## src/rtl/mic_period_meter_pkg.sv

```systemverilog
// note_pkg: constants and types shared between the period meter and the
// downstream note recognizer. Nominal note frequencies are in units of
// 0.01 Hz, octave 4, equal temperament referenced to A4 = 440 Hz.
package note_pkg;

    // Default width of the period counter and period output.
    localparam int w_period_default = 20;

    // One-hot note vector, bit 0 = C up to bit 11 = B.
    typedef logic [11:0] note_t;

    localparam note_t note_c  = 12'b0000_0000_0001;
    localparam note_t note_cs = 12'b0000_0000_0010;
    localparam note_t note_d  = 12'b0000_0000_0100;
    localparam note_t note_ds = 12'b0000_0000_1000;
    localparam note_t note_e  = 12'b0000_0001_0000;
    localparam note_t note_f  = 12'b0000_0010_0000;
    localparam note_t note_fs = 12'b0000_0100_0000;
    localparam note_t note_g  = 12'b0000_1000_0000;
    localparam note_t note_gs = 12'b0001_0000_0000;
    localparam note_t note_a  = 12'b0010_0000_0000;
    localparam note_t note_as = 12'b0100_0000_0000;
    localparam note_t note_b  = 12'b1000_0000_0000;

    // Nominal frequencies x100 (Hz * 100).
    localparam int freq_100_c  = 26163;
    localparam int freq_100_cs = 27718;
    localparam int freq_100_d  = 29366;
    localparam int freq_100_ds = 31113;
    localparam int freq_100_e  = 32963;
    localparam int freq_100_f  = 34923;
    localparam int freq_100_fs = 36999;
    localparam int freq_100_g  = 39200;
    localparam int freq_100_gs = 41530;
    localparam int freq_100_a  = 44000;
    localparam int freq_100_as = 46616;
    localparam int freq_100_b  = 49388;

    // Nominal period in clocks for a given clock (MHz) and note frequency x100.
    function automatic int nominal_period(input int clk_mhz, input int freq_100);
        return (clk_mhz * 100_000_000) / freq_100;
    endfunction

endpackage

```

## src/rtl/mic_period_meter_averager.sv

```systemverilog
// period_averager: sums 2**n_avg_log2 captured periods, publishes the
// truncated mean and pulses period_valid. flush clears everything,
// including the published period.
module period_averager
    import note_pkg::*;
#(
    parameter int w_period   = w_period_default,
    parameter int n_avg_log2 = 2
) (
    input  logic                clk,
    input  logic                flush,
    input  logic                cap_vld,
    input  logic [w_period-1:0] cap_val,
    output logic [w_period-1:0] period,
    output logic                period_valid
);

    localparam int w_acc = w_period + n_avg_log2;
    localparam int w_cc  = n_avg_log2 + 1;
    localparam int n_cap = 1 << n_avg_log2;

    logic [w_acc-1:0] r_acc;
    logic [w_cc-1:0]  r_cc;
    logic [w_acc-1:0] w_sum;
    logic             w_last;

    assign w_sum  = r_acc + w_acc'(cap_val);
    assign w_last = (r_cc == w_cc'(n_cap - 1));

    // Accumulate captures; on the last of a group publish the mean (the upper
    // w_period bits of the sum are the sum shifted right by n_avg_log2).
    always_ff @(posedge clk) begin
        if (flush) begin
            r_acc        <= '0;
            r_cc         <= '0;
            period       <= '0;
            period_valid <= 1'b0;
        end else begin
            period_valid <= 1'b0;
            if (cap_vld) begin
                if (w_last) begin
                    period       <= w_sum[w_acc-1:n_avg_log2];
                    period_valid <= 1'b1;
                    r_acc        <= '0;
                    r_cc         <= '0;
                end else begin
                    r_acc <= w_sum;
                    r_cc  <= r_cc + 1'b1;
                end
            end
        end
    end

endmodule

```

## src/rtl/mic_period_meter.sv

```systemverilog
// mic_period_meter: measures the period (in clocks) of a signed microphone
// waveform from its rising crossings and reports a running average.
// Optional feature macro: MIC_PERIOD_METER_HYSTERESIS_EN -- classify with a
// +/-hyst dead band instead of the plain sign bit.
module mic_period_meter
    import note_pkg::*;
#(
    parameter int                  clk_mhz    = 50,
    parameter int                  w_sample   = 24,
    parameter int                  w_period   = w_period_default,
    parameter int                  n_avg_log2 = 2,
    parameter logic [w_sample-1:0] hyst       = 24'h000400
) (
    input  logic                clk,
    input  logic                rst,
    input  logic [w_sample-1:0] mic,
    input  logic                clear,
    output logic [w_period-1:0] period,
    output logic                period_valid,
    output logic                signal_present,
    output logic                crossing
);

    localparam logic [1:0] ST_UNSYNC = 2'd0;
    localparam logic [1:0] ST_LOW    = 2'd1;
    localparam logic [1:0] ST_HIGH   = 2'd2;

    logic [1:0]          r_state;
    logic [w_period-1:0] r_cnt;
    logic                r_armed;
    logic                w_neg;
    logic                w_pos;
    logic                w_cross;
    logic                w_cnt_max;
    logic                w_timeout;
    logic                w_flush;
    logic                w_cap;

`ifdef MIC_PERIOD_METER_HYSTERESIS_EN
    logic signed [w_sample:0] w_mic_x;
    logic signed [w_sample:0] w_thr;

    assign w_mic_x = {mic[w_sample-1], mic};
    assign w_thr   = {1'b0, hyst};
    assign w_neg   = (w_mic_x < -w_thr);
    assign w_pos   = (w_mic_x > w_thr);
`else
    logic w_unused_mic;

    assign w_neg        = mic[w_sample-1];
    assign w_pos        = ~mic[w_sample-1];
    assign w_unused_mic = ^mic[w_sample-2:0];
`endif

    assign w_cross   = (r_state == ST_LOW) && w_pos;
    assign w_cnt_max = &r_cnt;
    // The counter only runs once armed, so saturation means a lost signal.
    assign w_timeout = r_armed && w_cnt_max;
    assign w_flush   = rst || clear || w_timeout;
    assign w_cap     = w_cross && r_armed && !w_flush;

    // Crossing FSM, period counter and presence flag; reset/clear beat
    // timeout, which beats a crossing in the same cycle.
    always_ff @(posedge clk) begin
        if (rst || clear || w_timeout) begin
            r_state        <= ST_UNSYNC;
            r_cnt          <= '0;
            r_armed        <= 1'b0;
            crossing       <= 1'b0;
            signal_present <= 1'b0;
        end else begin
            crossing <= w_cross;
            case (r_state)
                ST_UNSYNC: if (w_neg) r_state <= ST_LOW;
                ST_LOW:    if (w_pos) r_state <= ST_HIGH;
                ST_HIGH:   if (w_neg) r_state <= ST_LOW;
                default:   r_state <= ST_UNSYNC;
            endcase
            if (w_cross) begin
                r_cnt   <= {{(w_period-1){1'b0}}, 1'b1};
                r_armed <= 1'b1;
                if (r_armed) signal_present <= 1'b1;
            end else if (r_armed && !w_cnt_max) begin
                r_cnt <= r_cnt + 1'b1;
            end
        end
    end

    period_averager #(
        .w_period   (w_period),
        .n_avg_log2 (n_avg_log2)
    ) u_avg (
        .clk          (clk),
        .flush        (w_flush),
        .cap_vld      (w_cap),
        .cap_val      (r_cnt),
        .period       (period),
        .period_valid (period_valid)
    );

endmodule

```

## config.mk

```make
export PLATFORM = sky130hd
export DESIGN_NAME = mic_period_meter
export DESIGN_NICKNAME = d
export VERILOG_FILES = /design/src/rtl/mic_period_meter_pkg.sv /design/src/rtl/mic_period_meter_averager.sv /design/src/rtl/mic_period_meter.sv
export SDC_FILE = /design/constraint.sdc
export NUM_CORES = 1
export LEC_CHECK = 0
export CORE_MARGIN = 2
export CORE_UTILIZATION = 45
export CTS_CLUSTER_DIAMETER = 60
export DETAILED_ROUTE_END_ITERATION = 10
export PLACE_DENSITY = 0.7
export SLEW_MARGIN = 10
export SYNTH_ARGS = -nofsm -noshare
export SYNTH_HDL_FRONTEND = slang
export SYNTH_SLANG_ARGS = --single-unit
```

## constraint.sdc

```tcl
create_clock -name clk -period 7.5 [get_ports clk]
set_input_delay 1.875 -clock clk [delete_from_list [all_inputs] [get_ports clk]]
set_output_delay 1.875 -clock clk [all_outputs]
set_load 0.05 [all_outputs]
```

### Yosys cells after proc, flatten, opt, wreduce, memory -nomap -nowiden

Index checks and enable logic that the tools add are counted.

* reductions and logical operators: 18
* mux-type cells: 8
* eq/ne operators: 5
* bitwise operators: 2
* shift operators: 0
* div/mod/pow operators: 0
* magnitude comparators: 0
* $mul: 0
* $add $sub $neg: 3

Operators by type and width (count)
* $add 22x20->22: 1
* $mux 22: 1
* $add 20x1->20 const B: 1
* $reduce_and 20->1: 1
* $reduce_and 2->1: 3
* $reduce_or 2->1: 3
* $logic_and 1x1->1: 5
* $mux 2: 2
* $pmux 2 s2: 1
* $add 3x1->3 const B: 1
* $eq 3x2->1 const B: 1
* $mux 1: 3
* $mux 3: 1
* $eq 2x1->1 const B: 1
* $eq 2x2->1 const B: 1
* $logic_not 1->1: 2
* $logic_not 2->1: 1
* $logic_or 1x1->1: 2
* $ne 2x1->1 const B: 1
* $ne 2x2->1 const B: 1
* $not 1->1: 2
* $reduce_bool 2->1: 1

* bits in latches: 0
* RAM bits: 0
* bits in read-only memories: 0
* output and inout bits: 23
* flip-flop bits (word level): 71
* memories: 0

### Longest topological paths before layout

Gate-level depths: netlist (run 1).

* word-level depth: 7
* gate-level depth with buffers: 10
* depth with buffers taken out: 9

### Cells and area by module

Synthesis (run 1) repeated with hierarchy kept, for this count alone.

* cell total of the unflattened synthesis: 479
* area total of the unflattened synthesis: 4011.3 µm²

By module, submodules not included
* period_averager: area each 2676.3 µm², cells each 320, sequential area each 920.9 µm², times used 1
* mic_period_meter: area each 1335.0 µm², cells each 159, sequential area each 500.5 µm², times used 1

### Worst setup path after synthesis (run 1)

Ideal clock, no wire load.

* kind: in2reg
* start point: in mic[23]
* end point: reg u_avg.period[12]
* arrival time: 3.106 ns
* buffers on the path: 2
* slack: 4.276 ns
* required time: 7.383 ns
* stages on the path: 9
* path through: and4bb_2 > buf_2 > nand3_1 > a21o_1 > inv_1 > nor2_4 > buf_6 > a22oi_1 > nand2_1

* word-level cells in the longest chain between the ends: 5

RTL lines
* from (decl): RTL line mic_period_meter.sv:16 `input logic [w_sample-1:0] mic,`
* $not 1->1: RTL line mic_period_meter.sv:51 `assign w_pos = ~mic[w_sample-1];`
* $logic_and 1x1->1: RTL line mic_period_meter.sv:55 `assign w_cross = (r_state == ST_LOW) && w_pos;`
* $logic_and 1x1->1 (2 in series): RTL line mic_period_meter.sv:60 `assign w_cap = w_cross && r_armed && !w_flush;`
* $reduce_and 2->1 (no line)
* to (signal assigned): RTL line mic_period_meter_averager.sv:42 `period <= w_sum[w_acc-1:n_avg_log2];`
* to (decl): RTL line mic_period_meter_averager.sv:14 `output logic [w_period-1:0] period,`

Every way passes these cells.
A chain may end at the register's enable or synchronous reset.

### Worst setup path after layout (run 1)

* start point: in mic[23]
* end point: reg u_avg.period[14]

The elaborated chain is that of the path after synthesis.

==> results of run 1 <==
[state kept, by name, summed over array words and instances (netlist names)]
name and flops:
crossing 1, r_armed 1, r_cnt 20, r_state 2
signal_present 1, u_avg.period 20, u_avg.period_valid 1, u_avg.r_acc 22
u_avg.r_cc 3
[routing by layer]
layer,vias up,wire length (um)
met5,-,0
met4,0,217
met3,18,358
met2,61,4476
met1,1613,4224
li1,1738,-
[cells in the final DEF (no fill, tap or decap), types with 2 or more instances in the layout]
cell type	count
a22oi_1	10
clkinv_4	2
o2111ai_1	2
a211oi_1	8
nand2_1	55
a21o_1	9
o21a_1	7
nor2b_1	4
and4_1	6
or3_1	3
nor3_1	9
nand3_1	16
and3_1	9
o31ai_1	3
a21oi_1	33
and2_1	3
xnor2_1	13
ha_1	22
clkdlybuf4s50_1	26
inv_1	11
nor2_4	2
nand2b_1	2
a22o_1	19
o21ai_0	16
nor3b_1	2
clkbuf_8	9
dfxtp_1	71
nand3b_1	2
nor2_1	61
o211ai_1	7
mux2i_1	9
bufinv_16	2
nand4_1	9
xor2_1	16
[area by class of cell]
type,count,share of cell area (%)
clock inverters,6,2.098
flip-flops and latches,71,31.79
repair buffers,27,5.988
inverters,11,0.9233
multi-input cells,371,53.33
clock buffers,10,2.854
well taps,108,3.022
[path summary, 6_finish.rpt]
| kind | from | end | slack [ps] |
|---|---|---|---|
| min | u_avg.r_cc[2]$_SDFFE_PP0P_ | u_avg.r_cc[2]$_SDFFE_PP0P_ | 450 |
| max | mic[23] | u_avg.period[14]$_SDFFE_PP0P_ | 3100 |
| max reg2reg | r_cnt[0]$_SDFFE_PP0P_ | u_avg.period[14]$_SDFFE_PP0P_ | 4150 |
| min reg2reg | u_avg.r_cc[2]$_SDFFE_PP0P_ | u_avg.r_cc[2]$_SDFFE_PP0P_ | 450 |
[critical path: cells and delay by family]
kind,cells,cell delay [ps]
simple gates,4,1090
buf+inv,2,1050
compound gates,2,630
[report_power, final]
| part | total [mW] | internal, mW | leakage [nW] | switching, mW |
|---|---|---|---|---|
| Combinational | 0.0129 | 0.00398 | 1.04 | 0.00897 |
| Clock | 0.342 | 0.190 | 0.107 | 0.152 |
| Sequential | 0.378 | 0.377 | 0.572 | 0.000694 |
[through the flow]
stage | area, um^2 | setup slack [ps] | hold slack, ps | utilization (%)
floorplan | 3970 | 4276 | 417.9 | -
global placement | 4250 | 2766 | 427.4 | 49.22
detailed placement | 4250 | 2720 | 436.4 | 49.22
CTS | 4472 | 3088 | 447.9 | 51.78
global route | 4472 | 2869 | 469.8 | 51.78
finish | 4472 | 3101 | 447.4 | 51.78
[cells by family after synthesis]
group                    count (synthesis)
flip-flops                              71
AO/OA/AOI/OAI                          122
AND/OR/NAND/NOR                        188
multiplexers                             9
buffers and inverters                   30
XOR/XNOR                                29
adder cells (fa/ha/maj)                 23
==> summary.md, run 1 <==
| Metric | Value |
|---|---|
| Post-CTS resize count | `0` |
| Largest net degree at the start of global routing | `23` |
| Post-DP HPWL | `slightly below 7 mm` |
| Die area | `between 9000 and 10000 um^2` |
| Global-route usage over all layers | `about 20%` |
| Commonest cells post-synth | `dfxtp_1, nor2_1, nand2_1` |
| CP max stage cell | `nor2_4` |
| Synth area leader | `dfxtp_1` |
| Syn Nets | `about 520` |
| H-tree levels | `3` |
| IO Pins | `50` |
| CTS clock-pin slew for the worst setup and hold paths | `roughly 80 ps` |
| DR WL/cell | `~15 um` |
| Status | `finished clean` |
| Startpoint Class | `input pin` |
| Post-synthesis cell area | `~4000 um^2` |
| Total negative slack | `0 ps` |
| Cell Rows | `34` |
| Global routing's busiest layer | `met2` |
| Grt ovf | `0` |
| Slew Limit Fails | `0` |
| Worst path required time | `between 7000 and 8000 ps` |
| CORE AREA | `approximately 8600 um^2` |
| Post-Route WL | `slightly above 9 mm` |
| First-pass GRT wire length | `15.66 mm` |
| Main combinational cell family by area after synthesis | `simple AND/OR/NAND/NOR gates` |
| Synth Flop Type | `dfxtp_1` |
| Multi-input logic area | `~2400 um^2` |
| Drt via density | `between 5 and 6` |
| Fraction of registers with async set/reset | `0%` |
| Max VDD drop | `0.0001052 V` |
| Power Density | `around 160 nW/um^2` |
| Simple-gate share of the synthesized area | `around 23%` |
| DR pass1 iterations | `5` |
| CP max stage delay | `540 ps` |
| CTS Buf Count | `9` |
| Grt met1 use | `about 25%` |
| Yosys top cell area share | `35.80%` |
| Clock Tree Buf Depth | `2` |
| Worst r2r path cells | `8` |
| Fill cell count | `about 820` |
| Rel. slew slack | `~47%` |
| Met2 GRT Util | `34.09%` |
| Final Skew | `~9.7 ps` |
| Fmax | `about 230 MHz` |
| Tot Pwr | `732.5 uW` |
| FF+latch area | `about 1400 um^2` |
| Crit end category | `flop` |
| RSZ-0062 raised after global routing | `false` |
| Most common cell in the netlist | `dfxtp_1` |
| Placed Cells incl. Taps | `588` |
| Synth Area in Compound Gates | `21.24%` |
| Synthesized instance count | `roughly 470` |
| Final Wtd Congestion | `around 0.96` |
| Cell leakage power | `about 1.7 nW` |
| Worst-Margin Slew | `a little under 800 ps` |
| Tcrit/Tclk final | `58.65%` |
| Die width | `between 90 and 100 um` |
| Yosys reg bits | `71` |
| Post-CTS Setup Bufs | `0` |
| CTS tree | `yes` |
| Share of cells above drive strength 1 | `4.637%` |
| Chip height | `between 90 and 100 um` |
| Initial core utilization | `between 40 and 50%` |
| Crit path time final | `between 4000 and 5000 ps` |
| Layout area overhead | `12.64%` |
| Post-DRT Antenna Nets | `0` |
| Max cap viols | `0` |
| CP arrival | `4690 ps` |
| Final setup fails | `0` |
| Vias | `~3.4k` |
| Number of distinct library cells after synthesis | `between 40 and 50` |
| Adder-Cell Fraction of Synth Area | `7.438%` |
| Post-synthesis mux area share | `approximately 2.3%` |
| CP max FO | `21` |
| Final Hold Violating Endpoints | `0` |
| Met3 Use GR | `around 4.2%` |
| DRC | `0` |
| CP cell instances | `clkdlybuf4s50_1 > and4bb_2 > nand3_1 > a21o_1 > inv_1 > nor2_4 > a22oi_1 > nand2_1` |
| Avg Cell Area, Syn | `roughly 8.4 um^2` |
| Hold Path Class | `reg2reg` |
| Initial antenna violation count | `0` |
| Non-filler cells, final | `between 600 and 700` |
| Clock Tree Root | `clkbuf_8` |
| Post-layout nets | `~540` |
| Initial DRC count | `roughly 160` |
| EDFF count, synth | `0` |
| Hold-fix buffers, CTS | `0` |
| Post-synthesis sequential area ratio | `35.80%` |
| Warnings from Yosys | `0` |
| Post-Synth XOR/XNOR Area | `about 6.4%` |
| Clk_lat worst skew | `around 340 ps` |
| Largest cells by area after synthesis | `dfxtp_1, ha_1, nor2_1` |
| IO Port Bufs | `26` |
| Kind of critical path | `in2reg` |
| Vias in the first global route | `3310` |
| Clock Sink Count | `71` |
| Hold depth | `2` |
| Antenna cell count | `0` |
Note: power is estimated with default switching activity, not from simulation.
==> run 2: changes to the inputs <==
==> constraint.sdc (replaced) <==
create_clock -name clk -period 4.6 [get_ports clk]
set_input_delay 1.15 -clock clk [delete_from_list [all_inputs] [get_ports clk]]
set_output_delay 1.15 -clock clk [all_outputs]
set_load 0.05 [all_outputs]
==> summary.md, run 2 (synthesized netlist as in run 1, its figures left out) <==
| Metric | Value |
|---|---|
| Clock Tree Buf Depth | `2` |
| Power Density | `between 200 and 300 nW/um^2` |
| RSZ-0062 raised after global routing | `false` |
| Die width | `97.93 um` |
| Fmax | `between 300 and 400 MHz` |
| DR pass1 iterations | `4` |
| IO Pins | `50` |
| H-tree levels | `3` |
| First-pass GRT wire length | `15.83 mm` |
| CORE AREA | `about 8600 um^2` |
| Final setup fails | `0` |
| IO Port Bufs | `26` |
| Total negative slack | `0 ps` |
| FF+latch area | `roughly 1400 um^2` |
| CP arrival | `3240 ps` |
| Hold Path Class | `reg2reg` |
| Worst path required time | `around 4900 ps` |
| Worst-Margin Slew | `between 700 and 800 ps` |
| Initial core utilization | `a little under half` |
| Clock Tree Root | `clkbuf_8` |
| Die area | `around 9600 um^2` |
| DRC | `0` |
| Post-DRT Antenna Nets | `0` |
| Hold-fix buffers, CTS | `0` |
| Startpoint Class | `input pin` |
| Post-DP HPWL | `~6.9 mm` |
| Crit end category | `flop` |
| Tcrit/Tclk final | `approximately 64%` |
| Antenna cell count | `0` |
| Global-route usage over all layers | `between 20 and 25%` |
| Vias | `between 3k and 4k` |
| Rel. slew slack | `48.91%` |
| Grt ovf | `0` |
| Layout area overhead | `14.25%` |
| Slew Limit Fails | `0` |
| Final Skew | `between 10 and 15 ps` |
| Post-CTS resize count | `0` |
| Max cap viols | `0` |
| CP max FO | `16` |
| Biggest regs | `u_avg.r_acc x22, r_cnt x20, u_avg.period x20` |
| Fill cell count | `slightly above 800` |
| Kind of critical path | `in2reg` |
| CTS Buf Count | `9` |
| Multi-input logic area | `2385 um^2` |
| Final Hold Violating Endpoints | `0` |
| Status | `finished clean` |
| Clock Sink Count | `71` |
| Cell Rows | `34` |
| Largest Register | `u_avg.r_acc` |
| Share of cells above drive strength 1 | `5.020%` |
| CTS tree | `yes` |
| Vias in the first global route | `about 3.3k` |
| Final Wtd Congestion | `~0.97` |
| CTS clock-pin slew for the worst setup and hold paths | `~80 ps` |
| Drt via density | `5.703` |
| Chip height | `roughly 100 um` |
| Post-layout nets | `around 540` |
| Post-Route WL | `between 9 and 10 mm` |
| Max VDD drop | `approximately 0.00020 V` |
| Final core occ | `52.52%` |
| Initial antenna violation count | `0` |
| Cell leakage power | `1.751 nW` |
| Most frequent cells in the layout | `dfxtp_1, nor2_1, nand2_1` |
| Largest net degree at the start of global routing | `23` |
| Commonest non-fill, non-tap cell in the layout | `dfxtp_1` |
| Post-CTS Setup Bufs | `0` |
| DR WL/cell | `between 15 and 20 um` |
| Initial DRC count | `roughly 170` |
| Max reg flops | `22` |
| Clk_lat worst skew | `~350 ps` |
| Crit path time final | `roughly 3000 ps` |
[run 2: changes by cell type in the layout (fill, tap and decap cells not counted), sizes merged]
| cell | change |
|---|---|
| inv | -1 |
| clkbuf | +1 |
| buf | +2 |
| bufinv | +2 |
| clkinv | -1 |
| clkinvlp | -1 |
[run 2: final timing paths]
kind | slack (ps) | endpoint | from | depth (start not counted)
worst max-delay path | 1650 | u_avg.period[19]$_SDFFE_PP0P_ | mic[23] | 9
worst min-delay path | 450 | u_avg.r_cc[2]$_SDFFE_PP0P_ | u_avg.r_cc[2]$_SDFFE_PP0P_ | 2
worst max register to register | 1770 | u_avg.period[18]$_SDFFE_PP0P_ | r_cnt[0]$_SDFFE_PP0P_ | 9
worst min register to register | 450 | u_avg.r_cc[2]$_SDFFE_PP0P_ | u_avg.r_cc[2]$_SDFFE_PP0P_ | 2
[run 2: through the flow]
step | hold slack (ps) | cells | total power, mW | instance area (um^2) | setup slack [ps]
after floorplan | 417.9 | 472 | 0.6476 | 3970 | 2101
after global placement | 428.0 | 590 | 0.6517 | 4265 | 1331
after detailed placement | 435.8 | 590 | 0.6519 | 4265 | 1299
after CTS | 447.6 | 606 | 1.325 | 4536 | 1646
after global routing | 479.1 | 606 | 1.351 | 4536 | 1470
final | 449.7 | 606 | 1.316 | 4536 | 1645
[run 2: area by class of cell]
class	count	area share [%]
Multi-Input combinational cell	371	52.58
Tap cell	108	2.979
Clock buffer	11	3.117
Sequential cell	71	31.34
Inverter	11	0.9103
Clock inverter	5	2.841
Timing Repair Buffer	29	6.234
[run 2: routing by layer]
metal	part of all wire, %	track usage, %	wire (um)	up-vias
met5	0	0	0	-
met4	2.2	8.333	212	0
met3	3.5	4.724	333	23
met2	48	34.40	4522	75
met1	47	24.78	4443	1610
li1	-	-	-	1748
[run 2: worst max-delay path, cell delays in order]
cell and delay, ps:
clkdlybuf4s50_1 450, and4bb_2 480, nand3_1 120, a21o_1 180
inv_1 230, buf_4 300, and3_1 200, mux2i_1 60
nand2_1 60
[run 2: power breakdown]
part	switching, mW	internal, mW
logic	0.0146	0.00649
clock network	0.248	0.431
registers	0.00110	0.615
==> run 3: changes to the inputs <==
--- a/config.mk
+++ b/config.mk
@@ -9,7 +9,7 @@
 export CORE_UTILIZATION = 45
 export CTS_CLUSTER_DIAMETER = 60
 export DETAILED_ROUTE_END_ITERATION = 10
-export PLACE_DENSITY = 0.7
+export PLACE_DENSITY = 0.73
 export SLEW_MARGIN = 10
 export SYNTH_ARGS = -nofsm -noshare
 export SYNTH_HDL_FRONTEND = slang
==> constraint.sdc (replaced) <==
create_clock -name clk -period 2.66 [get_ports clk]
set_input_delay 0.665 -clock clk [delete_from_list [all_inputs] [get_ports clk]]
set_output_delay 0.665 -clock clk [all_outputs]
set_load 0.05 [all_outputs]
==> summary.md, run 3 (synthesized netlist as in run 1, its figures left out) <==
| Metric | Value |
|---|---|
| Status | `finished clean` |
| Commonest non-fill, non-tap cell in the layout | `dfxtp_1` |
| Slew Limit Fails | `0` |
| RSZ-0062 raised after global routing | `false` |
| Clock Tree Root | `clkbuf_8` |
| DR WL/cell | `around 15 um` |
| Final Hold Violating Endpoints | `0` |
| Drt via density | `approximately 5.7` |
| Post-CTS resize count | `0` |
| CP max FO | `4` |
| Largest net degree at the start of global routing | `23` |
| DR pass1 iterations | `4` |
| Post-Route WL | `9.511 mm` |
| Most frequent cells in the layout | `dfxtp_1, nor2_1, nand2_1` |
| Final setup fails | `0` |
| Initial antenna violation count | `0` |
| Kind of critical path | `reg2reg` |
| Global-route usage over all layers | `20.81%` |
| IO Port Bufs | `26` |
| Share of cells above drive strength 1 | `8.415%` |
| Final Wtd Congestion | `0.9584` |
| Clock Tree Buf Depth | `2` |
| Clk pwr share | `approximately 45%` |
| Clk_lat worst skew | `360 ps` |
| Post-DP HPWL | `approximately 7 mm` |
| Total negative slack | `0 ps` |
| Layout area overhead | `15.88%` |
| Combinational power share | `under 10%` |
| Cell Rows | `34` |
| CTS tree | `yes` |
| Cell leakage power | `between 1.5 and 2 nW` |
| Final Skew | `11.40 ps` |
| Tcrit/Tclk final | `94.16%` |
| Crit path time final | `around 2500 ps` |
| CP startpoint | `r_cnt[0]$_SDFFE_PP0P_` |
| First-pass GRT wire length | `around 16 mm` |
| Crit end category | `flop` |
| Rel. slew slack | `between 60% and 70%` |
| Post-DRT Antenna Nets | `0` |
| Net load switching power | `around 470 uW` |
| Pint | `roughly 1.5 mW` |
| Worst path required time | `between 2000 and 3000 ps` |
| Chip height | `between 90 and 100 um` |
| Vias | `3510` |
| Power Density | `437.1 nW/um^2` |
| CP arrival | `about 2800 ps` |
| Antenna cell count | `0` |
| Worst reg2reg path startpoint | `r_cnt[0]$_SDFFE_PP0P_` |
| Max cap viols | `0` |
| Largest Register | `u_avg.r_acc` |
| Initial core utilization | `a little under half` |
| Max reg flops | `22` |
| DRC | `0` |
| Initial DRC count | `129` |
| Hold Path Class | `reg2reg` |
| Hold-fix buffers, CTS | `0` |
| Worst-Margin Slew | `approximately 540 ps` |
| Die width | `just under 100 um` |
| Fmax | `399.3 MHz` |
| CTS clock-pin slew for the worst setup and hold paths | `approximately 80 ps` |
| Startpoint Class | `flop` |
| Die area | `roughly 9600 um^2` |
| IO Pins | `50` |
| CORE AREA | `8636 um^2` |
| CTS Buf Count | `9` |
| H-tree levels | `3` |
| Vias in the first global route | `3474` |
| Post-CTS Setup Bufs | `0` |
| Max VDD drop | `about 0.00026 V` |
| Post-layout nets | `approximately 560` |
| Switch share | `between 20% and 30%` |
| Final core occ | `between 50 and 60%` |
| Grt ovf | `0` |
| Min-Delay Startpoint | `u_avg.r_cc[2]$_SDFFE_PP0P_` |
| Biggest regs | `u_avg.r_acc x22, r_cnt x20, u_avg.period x20` |
| Clock Sink Count | `71` |
| Sequential share of power | `between 50 and 60%` |
-- run 3: power by group through the flow --
stage,combinational (mW),sequential [mW],clock (mW)
6_report,0.0411,1.06,0.905
5_1_grt,0.0448,1.07,0.976
4_1_cts,0.0421,1.06,0.924
3_5_place_dp,0.0418,1.09,0
3_3_place_gp,0.0409,1.09,0
2_1_floorplan,0.0296,1.09,0
-- run 3: cell type report --
| type | count | area, um^2 |
|---|---|---|
| repair buffers | 42 | 392.9 |
| clock buffers | 10 | 137.6 |
| flip-flops and latches | 71 | 1421 |
| inverters | 11 | 41.29 |
| multi-input cells | 371 | 2404 |
| fillers | 831 | 4035 |
| well taps | 108 | 135.1 |
| clock inverters | 6 | 68.82 |
-- run 3: path summary, 6_finish.rpt --
path,cells after the start,slack [ps],to
worst max-delay path,10,160,u_avg.period[18]$_SDFFE_PP0P_
worst min-delay path,2,440,u_avg.r_cc[2]$_SDFFE_PP0P_
worst max register to register,10,160,u_avg.period[18]$_SDFFE_PP0P_
worst min register to register,2,440,u_avg.r_cc[2]$_SDFFE_PP0P_
-- run 3: routing by layer --
metal	up-vias	share of wire (%)	GRT usage, %
met5	-	0	0
met4	0	1.2	4.808
met3	15	4.3	4.724
met2	66	49	37.09
met1	1654	46	25.51
li1	1775	-	-
-- run 3: worst max-delay path, cell delays in order (launching register included) --
cell and delay (ps):
dfxtp_1 350, ha_1 180, inv_1 50, fa_1 410
nor2b_2 190, o2111ai_2 170, a21o_1 300, a211oi_2 250
buf_4 160, o21ai_0 80, a32o_1 270
-- run 3: metrics by stage --
step	area [um^2]	power (mW)	worst slack, ps	hold WS, ps	instances
global placement	4375	1.131	81.37	427.4	603
global route	4601	2.086	17.00	475.1	619
CTS	4582	2.030	59.58	443.4	619
floorplan	3970	1.120	287.0	417.9	472
finish	4601	2.011	155.4	443.9	619
detailed placement	4375	1.132	89.62	432.2	603
